## config.mk

```make
export PLATFORM = sky130hd
export DESIGN_NAME = floating_point_multiplier
export DESIGN_NICKNAME = d
export VERILOG_FILES = /design/src/rtl/fp16_pkg.sv /design/src/rtl/floating_point_multiplier_booth.sv /design/src/rtl/floating_point_multiplier.sv
export SDC_FILE = /design/constraint.sdc
export NUM_CORES = 1
export LEC_CHECK = 0
export BUFFER_PORTS_ARGS = -buffer_cell sky130_fd_sc_hd__buf_2
export CORE_ASPECT_RATIO = 0.75
export CORE_MARGIN = 1.5
export CORE_UTILIZATION = 60
export DETAILED_ROUTE_END_ITERATION = 6
export PLACE_DENSITY = 0.89
export SYNTH_ARGS = -nofsm -noshare
export SYNTH_HDL_FRONTEND = slang
export SYNTH_SLANG_ARGS = --single-unit
```

## constraint.sdc

```tcl
create_clock -name clk -period 11.19 [get_ports clk]
set_input_delay 0 -clock clk [delete_from_list [all_inputs] [get_ports clk]]
set_output_delay 0 -clock clk [all_outputs]
set_load 0.02 [all_outputs]
```

## src/rtl/fp16_pkg.sv

```systemverilog
// Shared binary16 constants, field layout and operand classifiers.
// Pure definitions: no latency and no flow control of its own.
package fp16_pkg;

    localparam int EXP_W    = 5;
    localparam int FRAC_W   = 10;
    localparam int MANT_W   = 11;
    localparam int EXP_BIAS = 15;

    localparam logic [EXP_W-1:0] EXP_MAX      = 5'h1F;
    localparam logic [15:0]      FP16_QNAN    = 16'h7E00;
    localparam logic [15:0]      FP16_POS_INF = 16'h7C00;

    typedef struct packed {
        logic              sign;
        logic [EXP_W-1:0]  exp;
        logic [FRAC_W-1:0] frac;
    } fp16_t;

    // Subnormals count as zero: the datapath flushes them on input.
    function automatic logic is_zero(input fp16_t x);
        return (x.exp == '0);
    endfunction

    function automatic logic is_inf(input fp16_t x);
        return (x.exp == EXP_MAX) && (x.frac == '0);
    endfunction

    function automatic logic is_nan(input fp16_t x);
        return (x.exp == EXP_MAX) && (x.frac != '0);
    endfunction

endpackage

```

## src/rtl/floating_point_multiplier_booth.sv

```systemverilog
// Unsigned 11x11 -> 22-bit multiplier: radix-4 Booth partial products, CSA tree, final adder.
// Purely combinational; no latency and no backpressure.
module booth_wallace_mult_11x11 (
    input  logic [10:0] a,
    input  logic [10:0] b,
    output logic [21:0] p
);

    localparam int PP_N = 6;
    localparam int W    = 22;

    // All arithmetic is modulo 2^22; the true product always fits, so sign
    // extension of negative Booth rows wraps away cleanly.
    logic [12:0]  yx;
    logic [W-1:0] pp [PP_N];

    assign yx = {1'b0, b, 1'b0};

    for (genvar i = 0; i < PP_N; i++) begin : g_pp
        logic [2:0]   grp;
        logic [W-1:0] mag;
        logic         neg;

        assign grp = yx[2*i+2 -: 3];

        always_comb begin
            mag = '0;
            neg = 1'b0;
            case (grp)
                3'b001, 3'b010: mag = W'(a);
                3'b011:         mag = W'({a, 1'b0});
                3'b100: begin
                    mag = W'({a, 1'b0});
                    neg = 1'b1;
                end
                3'b101, 3'b110: begin
                    mag = W'(a);
                    neg = 1'b1;
                end
                default: ;
            endcase
        end

        assign pp[i] = (neg ? (~mag + 1'b1) : mag) << (2 * i);
    end

    function automatic logic [W-1:0] csa_sum(input logic [W-1:0] x, y, z);
        return x ^ y ^ z;
    endfunction

    function automatic logic [W-1:0] csa_carry(input logic [W-1:0] x, y, z);
        return ((x & y) | (x & z) | (y & z)) << 1;
    endfunction

    logic [W-1:0] s0, c0, s1, c1, s2, c2, s3, c3;

    assign s0 = csa_sum  (pp[0], pp[1], pp[2]);
    assign c0 = csa_carry(pp[0], pp[1], pp[2]);
    assign s1 = csa_sum  (pp[3], pp[4], pp[5]);
    assign c1 = csa_carry(pp[3], pp[4], pp[5]);
    assign s2 = csa_sum  (s0, c0, s1);
    assign c2 = csa_carry(s0, c0, s1);
    assign s3 = csa_sum  (s2, c2, c1);
    assign c3 = csa_carry(s2, c2, c1);

    assign p = s3 + c3;

endmodule

```

## src/rtl/floating_point_multiplier.sv

```systemverilog
// Pipelined binary16 multiplier, result = A*B, RNE rounding, flush-to-zero.
// Latency 2 cycles; no backpressure, a new operand pair is accepted every cycle.
module floating_point_multiplier
    import fp16_pkg::*;
(
    input  logic        clk,
    input  logic        rst,
    input  logic [15:0] A,
    input  logic [15:0] B,
    output logic [15:0] result
);

    fp16_t fa, fb;
    assign fa = A;
    assign fb = B;

    logic [21:0]       prod_d;
    logic signed [6:0] exp_d;
    logic              nan_d, inf_d, zero_d;

    booth_wallace_mult_11x11 u_mult (
        .a (MANT_W'({1'b1, fa.frac})),
        .b (MANT_W'({1'b1, fb.frac})),
        .p (prod_d)
    );

    // Range -15..47 before normalise/round, so 7-bit signed never wraps.
    assign exp_d  = $signed({2'b00, fa.exp}) + $signed({2'b00, fb.exp}) - 7'sd15;
    assign nan_d  = is_nan(fa) | is_nan(fb)
                  | (is_inf(fa) & is_zero(fb)) | (is_inf(fb) & is_zero(fa));
    assign inf_d  = is_inf(fa) | is_inf(fb);
    assign zero_d = is_zero(fa) | is_zero(fb);

    logic              s1_sign, s1_nan, s1_inf, s1_zero;
    logic signed [6:0] s1_exp;
    logic [21:0]       s1_prod;

    always_ff @(posedge clk or negedge rst) begin
        if (!rst) begin
            s1_sign <= 1'b0;
            s1_nan  <= 1'b0;
            s1_inf  <= 1'b0;
            s1_zero <= 1'b0;
            s1_exp  <= '0;
            s1_prod <= '0;
        end else begin
            s1_sign <= fa.sign ^ fb.sign;
            s1_nan  <= nan_d;
            s1_inf  <= inf_d;
            s1_zero <= zero_d;
            s1_exp  <= exp_d;
            s1_prod <= prod_d;
        end
    end

    logic signed [6:0]   e_norm, e_rnd;
    logic [FRAC_W-1:0]   frac_t;
    logic [FRAC_W:0]     frac_sum;
    logic                guard, sticky, rnd_up;
    logic [15:0]         res_d;

    always_comb begin
        e_norm = s1_exp;
        frac_t = s1_prod[19:10];
        guard  = s1_prod[9];
        sticky = |s1_prod[8:0];
        if (s1_prod[21]) begin
            e_norm = s1_exp + 7'sd1;
            frac_t = s1_prod[20:11];
            guard  = s1_prod[10];
            sticky = |s1_prod[9:0];
        end

        rnd_up   = guard & (sticky | frac_t[0]);
        frac_sum = {1'b0, frac_t} + {{FRAC_W{1'b0}}, rnd_up};
        // A carry out leaves frac_sum[9:0] at zero, i.e. mantissa 1.0 of the next binade.
        e_rnd    = frac_sum[FRAC_W] ? (e_norm + 7'sd1) : e_norm;

        res_d = {s1_sign, e_rnd[EXP_W-1:0], frac_sum[FRAC_W-1:0]};
        if (s1_nan)
            res_d = FP16_QNAN;
        else if (s1_inf)
            res_d = {s1_sign, EXP_MAX, {FRAC_W{1'b0}}};
        else if (s1_zero)
            res_d = {s1_sign, 15'h0000};
        else if (e_rnd >= 7'sd31)
            res_d = {s1_sign, EXP_MAX, {FRAC_W{1'b0}}};
        else if (e_rnd <= 7'sd0)
            res_d = {s1_sign, 15'h0000};
    end

    always_ff @(posedge clk or negedge rst) begin
        if (!rst)
            result <= 16'h0000;
        else
            result <= res_d;
    end

endmodule

```

After elaboration in Yosys (flattened, before gate mapping)
Index checks and enable logic that the tools add are counted.
Word-level totals
  bits in registers: 49
  latch bits: 0
  bits in writable memories: 0
  bits in read-only memories: 0
  bits of input ports: 34
  word-level logic and storage cells: 145
  memories: 0
Cells by class
  add/subtract/negate cells: 11
  $mul: 0
  divide/modulo/power cells: 0
  order comparisons: 2
  equal/unequal tests: 29
  shift-type cells: 0
  multiplexer cells: 26
  bitwise gates (word level): 44
  reduce and logical (&&, ||, !) cells: 26
Operator list (number)
  21-bit bitwise AND: 12
  22-bit XOR: 8
  21-bit OR: 8
  12-bit case mux with 2 select lines: 6
  15-bit 2-to-1 mux: 4
  3-bit == test (second input constant): 12
  16-bit 2-to-1 mux: 2
  3-bit by 2-bit == test with 1-bit output (second input constant): 8
  22-bit by 1-bit adder with 22-bit output (second input constant): 1
  22-bit adder: 1
  22-bit 2-to-1 mux: 1
  12-bit inverter with 22-bit output: 1
  20-bit by 1-bit adder with 20-bit output (second input constant): 1
  10-bit logical NOT: 2
  20-bit 2-to-1 mux: 1
  12-bit inverter with 20-bit output: 1
  10-bit nonzero test: 2
  18-bit by 1-bit adder with 18-bit output (second input constant): 1
  18-bit 2-to-1 mux: 1
  12-bit inverter with 18-bit output: 1
  16-bit by 1-bit adder with 16-bit output (second input constant): 1
  12-bit inverter with 16-bit output: 1
  4-bit OR reduction: 4
  14-bit by 1-bit adder with 14-bit output (second input constant): 1
  25 further kinds: 57

Longest topological paths before layout
Gate-level depths: netlist (run 1).
  depth in word-level cells: 16
  mapped depth: 27

By module
A second synthesis (run 1) with hierarchy kept.
Second synthesis, totals
  cells, all modules: 1153
  area total of the unflattened synthesis: 8934.8 um2
Modules (own cells, without submodules)
  booth_wallace_mult_11x11: instances 1, cells an instance 878, area each 6170.9 um2, sequential area each 0.0 um2
  floating_point_multiplier: instances 1, cells an instance 275, area each 2763.9 um2, sequential area each 1226.2 um2

Worst setup path before layout (run 1)
OpenSTA, ideal clock, no wires.
  path type: input -> register
  start point: input port B[1]
  end point: register s1_prod[21]
  setup time: 80 ps
  arrival time: 5985 ps
  required time: 11110 ps
  slack: 5125 ps
  cell stages on the path: 26
  cell sequence: clkbuf_1 > buf_1 > inv_1 > ha_1 > clkbuf_1 > clkbuf_1 > a22oi_1 > ha_1 > nand2_1 > a221o_1 > a211o_1 > a211oi_1 > nor2_1 > xor2_1 > fa_1 > fa_1 > fa_1 > inv_1 > ha_1 > o21ai_0 > a21boi_0 > nor2_1 > a31oi_1 > a31oi_1 > o21ai_0 > xnor2_1
On the way
  word-level cells in the longest chain between the ends: 16
RTL lines
  from (decl): RTL line floating_point_multiplier.sv:9  | input logic [15:0] B,
  3-bit by 1-bit == test with 1-bit output, or another cell as far along: RTL line floating_point_multiplier_booth.sv:29  | case (grp)
  4-bit OR reduction (no source line) or 2-bit OR reduction (tied branches)
  12-bit case mux with 2 select lines: RTL line floating_point_multiplier_booth.sv:29
  12-bit inverter with 20-bit output or 12-bit inverter with 22-bit output (tied branches): RTL line floating_point_multiplier_booth.sv:44  | assign pp[i] = (neg ? (~mag + 1'b1) : mag) << (2 * i);
  20-bit by 1-bit adder with 20-bit output or 22-bit by 1-bit adder with 22-bit output (tied branches): RTL line floating_point_multiplier_booth.sv:44
  20-bit 2-to-1 mux or 22-bit 2-to-1 mux (tied branches): RTL line floating_point_multiplier_booth.sv:44
  21-bit bitwise AND: RTL line floating_point_multiplier_booth.sv:52  | return ((x & y) | (x & z) | (y & z)) << 1;
  21-bit OR (2 in series): RTL line floating_point_multiplier_booth.sv:52
  21-bit bitwise AND: RTL line floating_point_multiplier_booth.sv:52
  21-bit OR (2 in series): RTL line floating_point_multiplier_booth.sv:52
  21-bit bitwise AND: RTL line floating_point_multiplier_booth.sv:52
  21-bit OR (2 in series): RTL line floating_point_multiplier_booth.sv:52
  22-bit adder (*): RTL line floating_point_multiplier_booth.sv:66  | assign p = s3 + c3;
  net prod_d[21]: RTL line floating_point_multiplier.sv:17  | logic [21:0] prod_d;
  to (signal assigned): RTL line floating_point_multiplier.sv:52  | s1_prod <= prod_d;
  to (decl): RTL line floating_point_multiplier.sv:36  | logic [21:0] s1_prod;
Mark *: on every way through the listed nets, which the timed path passes. The rest lies on a longest branch.

Final worst setup path (run 1)
Ends and elaborated chain as after synthesis.

==> results of run 1 <==
[what timing repair did]
action	4_1_cts	5_1_grt
setup endpoints to repair	0	0
hold buffers	3	0
endpoints found under the hold margin	50	0
setup buffers	0	0
[report_power, final]
group / switching, W / internal (W)
Sequential: 0.0000542 / 0.000259
Combinational: 0.000778 / 0.000590
Clock: 0.0000655 / 0.0000829
[through the flow]
stage	instances	util [%]	hold slack, ns	setup slack, ns
finish	1156	65.7	0.0205	5.05
floorplan	995	-	-0.296	5.13
detailed placement	1145	64.3	0.205	4.80
CTS	1156	65.7	0.0133	5.11
global placement	1145	64.3	0.182	4.99
global route	1156	65.7	0.0252	4.51
[cells by family after synthesis]
family | count (synthesis)
simple gates | 293
compound gates | 287
buf+inv | 160
fa+ha+maj | 106
xor+xnor | 84
flops | 49
mux | 16
[routing by layer]
| metal | part of all wire (%) | vias to the layer above |
|---|---|---|
| li1 | - | 3471 |
| met1 | 44 | 3498 |
| met2 | 42 | 441 |
| met3 | 12 | 37 |
| met4 | 1.8 | 0 |
| met5 | 0 | - |
[area by class of cell]
cell class                      count  area, um^2
Clock inverter                      2        15.0
Sequential cell                    49        1230
Inverter                           90         338
Timing Repair Buffer               57         313
Clock buffer                        6         129
Fill cell                        1059        4300
Multi-Input combinational cell    786        6000
Tap cell                          166         208
[synth_stat cells (all sizes together), types with 6 or more instances]
library cell  count  area, um^2
nor3             26         130
dfrtp            49        1230
nor2b            14        87.6
and2             11        68.8
nand2b           10        62.6
mux2i             9        90.1
buf              10        47.6
clkbuf           60         225
a221o            11         110
a21o             15         113
mux2              7        78.8
a22oi            27         203
o21ai            80         404
nor4              6        37.5
nand3            19        95.1
nor2             81         304
ha               49         613
xor2             26         228
nand4             7        43.8
a31oi            13        81.3
xnor2            58         508
a211oi            8        60.1
nand2            80         300
o211ai           16         120
and3             10        62.6
a21oi            60         300
fa               57        1140
inv              87         327
[state kept, by name (all words and copies together) (netlist names)]
signal and flops:
result 16, s1_inf 1, s1_exp 7, s1_prod 22, s1_nan 1, s1_zero 1, s1_sign 1
[final timing paths]
kind	startpoint	end	slack (ns)	depth (start not counted)
max	B[1]	s1_prod[21]$_DFF_PN0_	5.05	23
min reg2reg	s1_sign$_DFF_PN0_	result[15]$_DFF_PN0_	0.46	1
min	B[13]	s1_inf$_DFF_PN0_	0.02	3
max in group asynchronous	rst	result[2]$_DFF_PN0_	10.08	2
max reg2reg	s1_prod[21]$_DFF_PN0_	result[4]$_DFF_PN0_	7.55	11
min in group asynchronous	rst	s1_prod[1]$_DFF_PN0_	0.45	2
[worst register-to-register path, stage by stage, from the launching register on]
cell       delay (ns)
dfrtp_1          0.34
buf_4            0.36
mux2i_1          0.14
nor2b_1          0.12
ha_1             0.24
nand4_1          0.11
a211o_1          0.40
a2111o_1         0.47
xnor2_1          0.18
a2111oi_0        0.71
nand4b_4         0.37
nor2_1           0.09
==> impl_metrics.csv, run 1 <==
group,metric,value,unit
run_status,status,"finished, final reports clean",
synth,yosysUniqueCellTypes,72,
setup_path,crit_family,"adder cells",
timing,rsz0062_at_grt,"no",
synth,synth_mux_area_share,2.16,%
grt,grt-busiest-layer,"met1",
placed_design,place.gp.congestion,1.03,
clock_tree,insertion_delay,0.29,ns
floorplan,rows,35,
synth,synth_edf_count,0,
timing,fin_setup_tns,0,ns
synth,syn_nets,1135,
placed_design,numPortBuffers,49,
power_and_ir_drop,powerDensity,222,nW/um^2
layout,drive_gt1_share,8.28,%
synth,synth-main-ff-cell,"dfrtp_1",
floorplan,io_pins,50,
layout,areaGrowthSynthToFinish,5.00,%
clock_tree,htree_levels,2,
synth,yosysWarningCount,0,
grt,grt-ovfl-total,0,
timing,period_share,54.9,%
floorplan,die_h,102,um
synth,synth_top_family_by_area,"compound AO/OA/AOI/OAI gates",
clock_tree,path_clk_slew,0.07,ns
clock_tree,cts_buffers,5,
synth,synth-seq-cells,49,
route,drtIter0Drc,1146,
route,first_pass_iters,6,
floorplan,die_width,135,um
setup_path,cp.required,11.41,ns
placed_design,place.detailed.hpwl,16000,um
clock_tree,ctsResizeCount,0,
setup_path,worst_setup_path_end_kind,"flop",
setup_path,timing.critical_path.buf_inv,3,
timing,worstMarginPinSlew,1.08,ns
timing,clock_skew,0.00778,ns
hold_path,hp-class,"in2reg",
grt,grt_pass1_wl,34100,um
setup_path,crit_chain,"buf_2 > inv_1 > ha_1 > a22oi_1 > ha_1 > nand2_1 > a221o_1 > a211o_1 > a211oi_1 > nor2_1 > xor2_1 > fa_1 > fa_1 > fa_1 > inv_1 > ha_1 > o21ai_0 > a21boi_0 > nor2_1 > a31oi_1 > a31oi_1 > o21ai_0 > xnor2_1",
synth,synth-seq-area-share,15.6,%
setup_path,worstPathMaxFanout,25,
grt,grt_use_met1,47.3,%
power_and_ir_drop,report.power.total,0.00183,W
setup_path,cpPeakStageDelay,0.59,ns
layout,diodes,0,
route,ant_nets,0,
flow_run,drv_cap,0,
route,drt_wl_total,21300,um
setup_path,path_class,"in2reg",
floorplan,start_util,62.6,%
layout,final_cell_mix,"inv_1, nor2_1, nand2_1",
synth,synth-simple-area-share,18.7,%
floorplan,core_area,12500,um^2
synth,async_reset_ff_share,100,%
clock_tree,cts_tree,"built",
clock_tree,clock_sinks,49,
timing,setup_viol,0,
timing,slew_viol_final,0,
setup_path,slowest_stage,"ha_1",
grt,antenna_found_initial,0,
setup_path,critical_path_arrival,6.36,ns
timing,slew_headroom,27.9,%
synth,synthCells,995,
synth,synth.cell_area,7840,um^2
grt,grtUsageTotal,31.4,%
synth,synthXorXnorAreaFrac,9.39,%
route,vias,7447,
timing,fmax,163,MHz
placed_design,dpl_cell_area,8060,um^2
layout,final_cell_area,8230,um^2
synth,synth_compound_area_share,24.0,%
floorplan,die_area,13800,um^2
layout,finalNetCount,1129,
timing,hold_violations,0,
route,wl_per_cell,18.4,um
synth,syn_avg_cell_area,7.88,um^2
synth,synthAdderAreaFrac,22.4,%
timing,fin_crit,6.14,ns
power_and_ir_drop,vdd_ir_drop_max,0.267,mV
clock_tree,cts_root_buf,"clkbuf_16",
grt,use_met3,6.94,%
route,vias_per_cell,6.44,
grt,use_met2,45.8,%
setup_path,startpoint_type,"input pin",
route,remaining_drc_errors,0,
layout,final_common_cell,"inv_1",
grt,grt_max_degree,50,
power_and_ir_drop,p_leak,3.70,nW
clock_tree,clockBufferDepth,2,
grt,grt_pass1_vias,6487,
No activity file was read; power rests on OpenSTA's default activity.
==> inputs of run 2 (changes only) <==
==> constraint.sdc (replaced) <==
create_clock -name clk -period 5.9 [get_ports clk]
set_input_delay 0 -clock clk [delete_from_list [all_inputs] [get_ports clk]]
set_output_delay 0 -clock clk [all_outputs]
set_load 0.02 [all_outputs]
==> run 2 against run 1 <==
Against the previous run:
- design area grew 2.9%
- highest routed layer unchanged
- non-clock buffer count grew 29
- via count increased by 3.8%
- clock-buffer cell count is the same
- setup slack lost 4.7 ns
- worst hold slack better by 0.014 ns
- largest cell class unchanged
- total power increased by 95%
- sequential share of layout area fell by 0.42 points
- critical path depth up 1
- first-iteration DRC count grew 8.7%
==> impl_metrics.csv, run 2 (synthesis results as in run 1) <==
group,metric,value,unit
run_status,status,"finished, final reports clean",
setup_path,critical_path_arrival,5.76,ns
layout,final_common_cell,"inv_1",
power_and_ir_drop,vdd_ir_drop_max,0.348,mV
route,ant_nets,0,
setup_path,path_class,"in2reg",
setup_path,r2r-end,"result[9]$_DFF_PN0_",
hold_path,worstHoldPathCells,3,
route,remaining_drc_errors,0,
clock_tree,cts_root_buf,"clkbuf_16",
grt,grtUsageTotal,34.3,%
layout,final_util,67.6,%
setup_path,cp.depth,24,
power_and_ir_drop,p_comb_share,75.4,%
clock_tree,clockBufferDepth,2,
timing,slew_viol_final,0,
timing,period_share,93.9,%
setup_path,crit_family,"adder cells",
setup_path,cpPeakStageDelay,0.54,ns
clock_tree,cts_tree,"built",
timing,setup_viol,0,
timing,fmax,180,MHz
clock_tree,insertion_delay,0.29,ns
power_and_ir_drop,intPower,0.00179,W
setup_path,r2r_slack,2.09,ns
timing,fin_crit,5.54,ns
placed_design,numPortBuffers,49,
layout,finalNetCount,1158,
grt,grt_max_degree,50,
timing,fin_setup_tns,0,ns
power_and_ir_drop,p_seq_share,16.7,%
layout,fillCellCount,1057,
clock_tree,path_clk_slew,0.06,ns
clock_tree,htree_levels,2,
hold_path,hold_end,"s1_nan$_DFF_PN0_",
clock_tree,post-cts-setup-buffers,0,
timing,clock_skew,0.00619,ns
setup_path,ff2ff_path_depth,11,
power_and_ir_drop,clkPwrFrac,7.9,%
power_and_ir_drop,p_leak,3.84,nW
clock_tree,clock_sinks,49,
route,vias,7732,
route,vias_per_cell,6.52,
layout,diodes,0,
floorplan,die_area,13800,um^2
power_and_ir_drop,p_sw,0.00178,W
grt,grt_pass1_vias,6875,
setup_path,cp.required,6.11,ns
timing,slew_headroom,29.5,%
layout,final_cell_mix,"inv_1, nor2_1, nand2_1",
floorplan,rows,35,
setup_path,r2r_start,"s1_prod[21]$_DFF_PN0_",
layout,drive_gt1_share,11.2,%
hold_path,hold_start,"B[13]",
timing,worstMarginPinSlew,1.06,ns
layout,reg_top3,"s1_prod x22, result x16, s1_exp x7",
layout,top_register,"s1_prod",
floorplan,die_h,102,um
flow_run,drv_cap,0,
grt,antenna_found_initial,0,
timing,hold_violations,0,
layout,areaGrowthSynthToFinish,8.03,%
setup_path,slowest_stage,"fa_1",
setup_path,worstPathMaxFanout,5,
power_and_ir_drop,powerDensity,422,nW/um^2
setup_path,worst_setup_path_end_kind,"flop",
power_and_ir_drop,switching_share,49.9,%
route,drtIter0Drc,1246,
floorplan,die_width,135,um
route,wl_per_cell,19.3,um
placed_design,place.detailed.hpwl,17800,um
setup_path,timing.critical_path.buf_inv,3,
setup_path,crit_chain,"buf_2 > inv_1 > ha_1 > mux2_2 > a22oi_1 > ha_1 > nand2_1 > a221o_1 > a211o_1 > a211oi_1 > nor2_1 > xor2_1 > fa_1 > fa_1 > fa_1 > inv_1 > ha_1 > o21ai_0 > a21boi_1 > nor2_1 > a31oi_2 > a31oi_1 > o21ai_0 > xnor2_1",
layout,layout.cells.non_filler,1185,
placed_design,place_inst,1174,
floorplan,io_pins,50,
grt,grt-ovfl-total,0,
floorplan,start_util,62.6,%
layout,largest_reg_flops,22,
setup_path,startpoint_type,"input pin",
floorplan,core_area,12500,um^2
grt,grt_pass1_wl,36700,um
route,first_pass_iters,6,
placed_design,place.gp.congestion,1.00,
hold_path,hp-class,"in2reg",
timing,rsz0062_at_grt,"no",
route,drt_wl_total,22900,um
clock_tree,cts_buffers,5,
run 2: tightest hold or removal path: stages:
cell and delay (ns):
buf_2 0.12, nand3_1 0.09, o22ai_1 0.07
run 2: cell type report:
cell class	count	area, um^2	share of cell area [%]
multi-input cells	786	6020	71.1
flip-flops and latches	49	1230	14.5
repair buffers	86	531	6.27
inverters	90	338	3.99
well taps	166	208	2.45
clock buffers	6	129	1.52
clock inverters	2	15.0	0.177
run 2: power groups by stage:
stage | clock network [W] | registers [W] | logic (W)
after floorplan | 0 | 0.000614 | 0.00200
after global placement | 0 | 0.000589 | 0.00248
after detailed placement | 0 | 0.000595 | 0.00261
after CTS | 0.000285 | 0.000590 | 0.00265
after global routing | 0.000301 | 0.000608 | 0.00298
final | 0.000283 | 0.000596 | 0.00269
run 2: how the worst max path moves through the flow:
stage / start / to / slack [ns]
floorplan: B[1] / s1_prod[21]$_DFF_PN0_ / 0.002
global placement: B[5] / s1_prod[21]$_DFF_PN0_ / 0.20
detailed placement: B[5] / s1_prod[21]$_DFF_PN0_ / 0.04
CTS: B[5] / s1_prod[21]$_DFF_PN0_ / 0.33
global route: B[1] / s1_prod[21]$_DFF_PN0_ / 0.05
finish: B[1] / s1_prod[21]$_DFF_PN0_ / 0.36
run 2: repair_timing:
action / in CTS / in global routing
hold endpoints to repair: 50 / 0
hold buffers: 3 / 0
gates resized for setup: 0 / 4
setup endpoints to repair: 0 / 2
run 2: layer usage:
layer | routed length, um | vias up | track usage [%]
met5 | 0 | - | 0
met4 | 565 | 0 | 8.11
met3 | 3320 | 60 | 10.8
met2 | 9330 | 500 | 47.6
met1 | 9670 | 3639 | 51.6
li1 | - | 3533 | -
run 2: stage by stage:
stage	cell area, um^2	setup slack [ns]	hold slack [ns]	total power, W
floorplan	7850	0.00189	-0.296	0.00261
global placement	8280	0.202	0.199	0.00306
detailed placement	8280	0.0383	0.204	0.00321
CTS	8450	0.331	0.0242	0.00352
global route	8470	0.0495	0.0499	0.00389
finish	8470	0.357	0.0341	0.00357
